### src/rtl/pc_fetch_unit.sv
// pc_fetch_unit: program counter with branch/jump next-PC, stall hold, end-of-program halt and retire counter
module pc_fetch_unit #(
  parameter logic [31:0] RESET_PC = 32'h0000_0000,
  parameter logic [31:0] PC_MAX = 32'd68,
  parameter int CNT_W = 16
) (
  input  logic             clk,
  input  logic             reset,
  input  logic             stall,
  input  logic             branch,
  input  logic             zero,
  input  logic [15:0]      imm,
  input  logic             jump,
  input  logic [25:0]      jtarget,
  output logic [31:0]      pcread,
  output logic [31:0]      pcplus4,
  output logic             valid,
  output logic             halted,
  output logic [CNT_W-1:0] instr_count
);
  typedef enum logic [1:0] {START, RUN, HALT} state_t;
  state_t state;
  logic [31:0] next_pc;
  logic [CNT_W-1:0] cnt_next;
  assign pcplus4 = pcread + 32'd4;
  assign cnt_next = (&instr_count) ? instr_count : instr_count + 1'b1;
  // next fetch address: jump beats taken branch beats sequential
  always_comb
    next_pc = jump ? {pcplus4[31:28], jtarget, 2'b00}
            : (branch && zero) ? pcplus4 + {{14{imm[15]}}, imm, 2'b00}
            : pcplus4;
  // START settles the instruction memory, RUN advances or halts, HALT freezes everything
  always_ff @(posedge clk) begin
    if (reset) begin
      pcread <= RESET_PC;
      state <= START;
      valid <= 1'b0;
      halted <= 1'b0;
      instr_count <= '0;
    end else begin
      case (state)
        START: begin
          state <= RUN;
          valid <= 1'b1;
        end
        RUN: if (!stall) begin
          instr_count <= cnt_next;
          if (next_pc > PC_MAX) begin
            state <= HALT;
            valid <= 1'b0;
            halted <= 1'b1;
          end else pcread <= next_pc;
        end
        HALT: ;
        default: state <= HALT;
      endcase
    end
  end
endmodule

### config.mk
export PLATFORM = sky130hd
export DESIGN_NAME = pc_fetch_unit
export DESIGN_NICKNAME = d
export VERILOG_FILES = /design/src/rtl/pc_fetch_unit.sv
export SDC_FILE = /design/constraint.sdc
export NUM_CORES = 1
export LEC_CHECK = 0
export CAP_MARGIN = 20
export CORE_UTILIZATION = 50
export DETAILED_ROUTE_END_ITERATION = 8
export PLACE_DENSITY = 0.82
export SETUP_SLACK_MARGIN = 0.1
export SYNTH_ARGS = -nofsm -noshare
export SYNTH_HDL_FRONTEND = slang
export SYNTH_SLANG_ARGS = --single-unit
### constraint.sdc
create_clock -name clk -period 8.2 [get_ports clk]
set_input_delay 2.46 -clock clk [delete_from_list [all_inputs] [get_ports clk]]
set_output_delay 2.46 -clock clk [all_outputs]
set_load 0.01 [all_outputs]
==> results_dict.tcl, run 1 <==
set metrics [dict create \
    timing.fmax_mhz 148 \
    n_antenna_cell 0 \
    path_cells "clkdlybuf4s50_1, ha_1, a21oi_1, o21ai_0, a211oi_1, and3_1, o32ai_1, or4_1, nor4_1, or4b_1, nor3_4, buf_4, a211oi_1" \
    postCtsSetupRepairBufs 0 \
    area_growth_syn_to_layout_pct 30.3 \
    rsz0062_at_grt "false" \
    drive_gt1_frac 0.0390 \
    ys_ff_latch 52 \
    cellLeakagePower_nw 2.32 \
    io_buffers 129 \
    path_class "input pin to flop" \
    cts_sinks 52 \
    p_per_area_nw_per_um2 87.1 \
    cts_max_level 2 \
    grt_use_total 0.346 \
    gp_congestion 0.957 \
    layout_common_cells "129 x clkdlybuf4s50_1, 59 x nor2_1, 52 x a21oi_1, 52 x dfxtp_1, 51 x nand2_1" \
    yosys.area.top_type "dfxtp_1" \
    antenna_found_initial 0 \
    dieArea_sq_um 10100 \
    final_common_cell "clkdlybuf4s50_1" \
    yosysSeqAreaShare 0.215 \
    tightestPinTransition_ns 1.10 \
    num_rows 35 \
    viasPerCell 6.35 \
    cts_tree "yes" \
    vias 5546 \
    grt_max_degree 54 \
    hp-class "flop to flop" \
    crit_family "simple AND/OR/NAND/NOR gates" \
    synth_cells 630 \
    drtIter0Drc 519 \
    finClkSkew_ns 0.0111 \
    routed_wl_um 17800 \
    synth_flop_cell "dfxtp_1" \
    period_minus_slack_ns 6.75 \
    synth_xor_xnor_area_share 0.116 \
    synth_compound_area_frac 0.234 \
    layout.nets 829 \
    synthDistinctLibCells 73 \
    worstSetupEndpointType "flop" \
    slew_viol_final 0 \
    grt_pass1_vias 5086 \
    netlist.area_leader.share 0.215 \
    synth-simple-area-share 0.284 \
    ant_nets 0 \
    synth.avg_cell_area_sq_um 7.69 \
    start_kind "input pin" \
    die_y_um 100 \
    crit_arrival_ns 6.94 \
    crit_path_frequent_cell "a211oi_1" \
    wl_per_cell_um 20.4 \
    async_flop_share 0 \
    finalCritPeriodShare 0.823 \
    clock_insertion_delay_worst_skew_ns 0.32 \
    drt_first_pass_iters 5 \
    cpMaxStageDelayCell "clkdlybuf4s50_1" \
    ctsResizeCount 0 \
    setup_viol 0 \
    dp_hpwl_um 14000 \
    power_w 0.000549 \
    syn_nets 716 \
    clkTransAtPathRegs_ns 0.10 \
    postCtsHoldBufs 0 \
    hold_violations 0 \
    ir_drop_mv 0.139 \
    root_buffer "clkbuf_8" \
    synth_area_leaders "dfxtp_1 21%, ha_1 9.6%, xnor2_1 6.7%" \
    cts_buffers 5 \
    slew_headroom 0.252 \
    die-width_um 100 \
    synth_top_family_by_area "simple AND/OR/NAND/NOR gates" \
    syn-cell-area_sq_um 4840 \
    start_util 0.519 \
    muxShareOfSynthArea 0.0103 \
    path_max_fanout 26 \
    synth_enable_flop_cells 0 \
    yosys.area_share.adder 0.0997 \
    core_area_sq_um 9330 \
    tns_ns 0 \
    num_io_pins 130 \
    clockBufferDepth 2 \
    drc 0 \
    grt_pass1_wl_um 26900 \
    grt-ovfl-total 0 \
    path_buf_inv 2 \
    maxCapViolCount 0 \
    cp.required_ns 8.39 \
    yosys_warnings 0 \
    critical_path.max_stage_delay_ns 0.97 \
    status "complete, no violations" \
]
cell families after synthesis:
kind of cell / count (synthesis)
AND/OR/NAND/NOR: 258
AO/OA/AOI/OAI: 166
XOR/XNOR: 64
flip-flops: 52
buffers and inverters: 47
adder cells (fa/ha/maj): 38
multiplexers: 5
worst register-to-register path, stage by stage, from the launching register on:
cell and delay [ns]:
dfxtp_1 0.51, nand4_1 0.30, nor2_1 0.33, nand3_1 0.15, xnor2_1 0.50, ha_1 0.37
nand4_1 0.19, or2_2 0.34, o221a_4 0.26, o31ai_1 0.57, a21oi_1 0.18, xor2_1 0.36
a31oi_1 0.16, or4b_1 0.74, nor3_4 0.21, buf_4 0.30, a211oi_1 0.11
synthesized netlist by cell type, types with 5 or more instances:
cell       n
nor4_1     9
or4_1      6
nand2b_1   8
nand4_1   24
nand3_1   19
nor2_1    59
o21a_1     6
nor3b_1   20
xor2_1    27
clkbuf_1  17
dfxtp_1   52
o22ai_1    5
o31ai_1    9
and4_1     5
and2_1     7
ha_1      37
xnor2_1   37
o221ai_1   8
a31oi_1    6
a21o_1     7
and3_1     6
a211oi_1   6
nor3_1    20
a21oi_1   52
nand2_1   51
or3_1      8
o21ai_0   30
inv_1     21
mux2i_1    5
state kept, by name (all words and copies together) (netlist names):
| signal | count |
|---|---|
| state | 2 |
| pcread | 32 |
| halted | 1 |
| valid | 1 |
| instr_count | 16 |
path summary, 6_finish.rpt:
| path | to | slack, ns | cells after the start | startpoint |
|---|---|---|---|---|
| worst max-delay path | pcread[4] | 1.45 | 13 | imm[15] |
| worst max register to register | pcread[4] | 2.47 | 16 | pcread[7] |
| worst min register to register | pcread[0] | 0.50 | 2 | pcread[0] |
| worst min-delay path | pcread[0] | 0.50 | 2 | pcread[0] |
metal layers:
| layer | vias up | part of all wire | track usage |
|---|---|---|---|
| met4 | 0 | 0.028 | 0.126 |
| met1 | 2620 | 0.42 | 0.462 |
| met5 | - | 0 | 0 |
| met3 | 39 | 0.089 | 0.0397 |
| met2 | 316 | 0.46 | 0.573 |
| li1 | 2571 | - | - |
per-stage QoR:
| stage | utilization | setup slack, ns | cells | instance area (sq um) | hold WS, ns |
|---|---|---|---|---|---|
| 6_report | 0.676 | 1.45 | 873 | 6310 | 0.505 |
| 5_1_grt | 0.676 | 1.13 | 873 | 6310 | 0.531 |
| 4_1_cts | 0.676 | 1.49 | 873 | 6310 | 0.498 |
| 3_5_place_dp | 0.665 | 1.16 | 865 | 6200 | 0.483 |
| 3_3_place_gp | 0.665 | 1.19 | 865 | 6200 | 0.467 |
| 2_1_floorplan | - | 2.03 | 630 | 4840 | 0.486 |
layout make-up:
class / count / area, sq um
clock buffer: 6 / 72.6
clock inverter: 2 / 38.8
fill: 759 / 3020
inverter: 21 / 78.8
multi-input combinational: 531 / 3600
sequential: 52 / 1040
tap: 129 / 161
timing repair buffer: 132 / 1310
power breakdown:
group          internal (W)  switching, W  total [W]
clock             0.0000923     0.0000878   0.000180
sequential         0.000255    0.00000217   0.000257
combinational     0.0000503     0.0000619   0.000112
total              0.000397      0.000152   0.000549
Note: power is estimated with default switching activity, not from simulation.
==> inputs of run 2 (changes only) <==
- CORE_UTILIZATION: 50 -> 45
- PLACE_DENSITY: 0.82 -> 0.78
- clock period: 8.2 -> 5.6 ns (I/O delays scaled with it)
==> results_dict.tcl, run 2 (synthesis results as in run 1) <==
set metrics [dict create \
    status "complete, no violations" \
    critical_path.max_stage_delay_ns 0.67 \
    grt_use_met1 0.458 \
    dp_hpwl_um 15700 \
    n_antenna_cell 0 \
    ant_nets 0 \
    dieArea_sq_um 11200 \
    grt_pass1_vias 5599 \
    crit_arrival_ns 5.63 \
    antenna_found_initial 0 \
    final_common_cell "clkdlybuf4s50_1" \
    cp.required_ns 5.84 \
    num_io_pins 130 \
    grt-busiest-layer "met2" \
    wl_per_cell_um 19.5 \
    hold_ws_ns 0.501 \
    path_cells "clkdlybuf4s50_1, ha_1, a21o_1, a221oi_4, buf_4, or4_2, a21oi_1, buf_4, a21oi_1, xor2_1, a31oi_2, or4b_4, or4_4, a21oi_2" \
    core_area_sq_um 10400 \
    postCtsHoldBufs 0 \
    die_y_um 106 \
    cts_sinks 52 \
    rsz0062_at_grt "false" \
    viasPerCell 6.01 \
    cpMaxStageDelayCell "or4_2" \
    place_area_sq_um 6990 \
    slew_headroom 0.414 \
    reg_top3 "pcread (32), instr_count (16), state (2)" \
    grt_util_met3 0.0575 \
    grt-ovfl-total 0 \
    cts_buffers 5 \
    drc 0 \
    grt_pass1_wl_um 29400 \
    num_rows 37 \
    cts_tree "yes" \
    start_kind "input pin" \
    top_register "pcread" \
    area_growth_syn_to_layout_pct 49.4 \
    drive_gt1_frac 0.184 \
    io_buffers 129 \
    drt_first_pass_iters 5 \
    clockBufferDepth 2 \
    grt_max_degree 29 \
    cellLeakagePower_nw 2.88 \
    p_per_area_nw_per_um2 114 \
    worstSetupEndpointType "flop" \
    gp_congestion 0.960 \
    hp-class "flop to flop" \
    largest_reg_flops 32 \
    tightestPinTransition_ns 0.877 \
    crit_start "imm[2]" \
    met2_usage 0.540 \
    routed_wl_um 19200 \
    period_minus_slack_ns 5.39 \
    vias 5917 \
    finalCritPeriodShare 0.962 \
    holdCritStartpoint "halted" \
    crit_family "simple AND/OR/NAND/NOR gates" \
    path_buf_inv 3 \
    final_area_sq_um 7230 \
    path_class "input pin to flop" \
    clkTransAtPathRegs_ns 0.09 \
    fill_cells 877 \
    hold_violations 0 \
    finClkSkew_ns 0.00986 \
    layout_common_cells "127 x clkdlybuf4s50_1, 107 x buf_4, 58 x nor2_1" \
    cts_max_level 2 \
    die-width_um 106 \
    root_buffer "clkbuf_8" \
    ir_drop_mv 0.245 \
    drtIter0Drc 376 \
    layout.nets 934 \
    start_util 0.467 \
    clock_insertion_delay_worst_skew_ns 0.30 \
    utilization 0.698 \
    slew_viol_final 0 \
    timing.fmax_mhz 186 \
    path_max_fanout 6 \
    setup_viol 0 \
    maxCapViolCount 0 \
    grt_use_total 0.335 \
    worstReg2RegStart "pcread[14]" \
]
run 2: cell types whose count changed in the layout (fill, tap and decap cells not counted), moves of 3 or more:
cell,delta
a21oi_1,-3
a21oi_2,+3
buf_4,+104
o21ai_0,-4
o21ai_1,+3
or4_1,-4
or4_4,+4
run 2: layout make-up:
cell class,count,area [sq um],share of cell area
Inverter,21,78.8,0.0109
Multi-Input combinational cell,531,3720,0.514
Tap cell,136,170,0.0235
Clock inverter,2,35.0,0.00484
Sequential cell,52,1040,0.144
Timing Repair Buffer,237,2120,0.293
Clock buffer,6,72.6,0.0100
run 2: through the flow:
step                      setup WS, ns  setup TNS, ns  cells  total power, W
after floorplan                  0.212              0    630        0.000474
after global placement          -0.307          -9.01    974        0.000568
after CTS                        0.118              0    982        0.000817
after detailed placement        -0.414         -12.14    974        0.000571
final                            0.211              0    985        0.000822
after global routing            0.0657              0    985        0.000854
run 2: final timing paths:
path                             endpoint  slack (ns)  cells after the start
worst max-delay path            pcread[3]        0.21                     14
worst min-delay path               halted        0.50                      1
worst max register to register  pcread[3]        0.33                     17
worst min register to register     halted        0.50                      1
run 2: layer usage:
metal | wire [um] | part of all wire | up-vias
met5 | 0 | 0 | -
met4 | 351 | 0.018 | 0
met3 | 1760 | 0.092 | 33
met2 | 8780 | 0.46 | 305
met1 | 8300 | 0.43 | 2797
li1 | - | - | 2782
run 2: timing repair:
item | CTS | global route
resized for setup | 2 | 27
endpoints found under the hold margin | 0 | 0
pin swaps | 2 | 13
setup endpoints to repair | 34 | 34
cloned | 0 | 0
buffers inserted | 0 | 3
run 2: where the power goes:
group	leakage [nW]	internal, W	switching (W)
clock network	0.0552	0.000133	0.000116
registers	0.420	0.000373	0.00000313
logic	2.41	0.0000967	0.000101
==> inputs of run 3 (changes only) <==
- SLEW_MARGIN: default -> 20
==> results of run 3 <==
No change in the layout: final DEF, timing and power equal those of run 2.
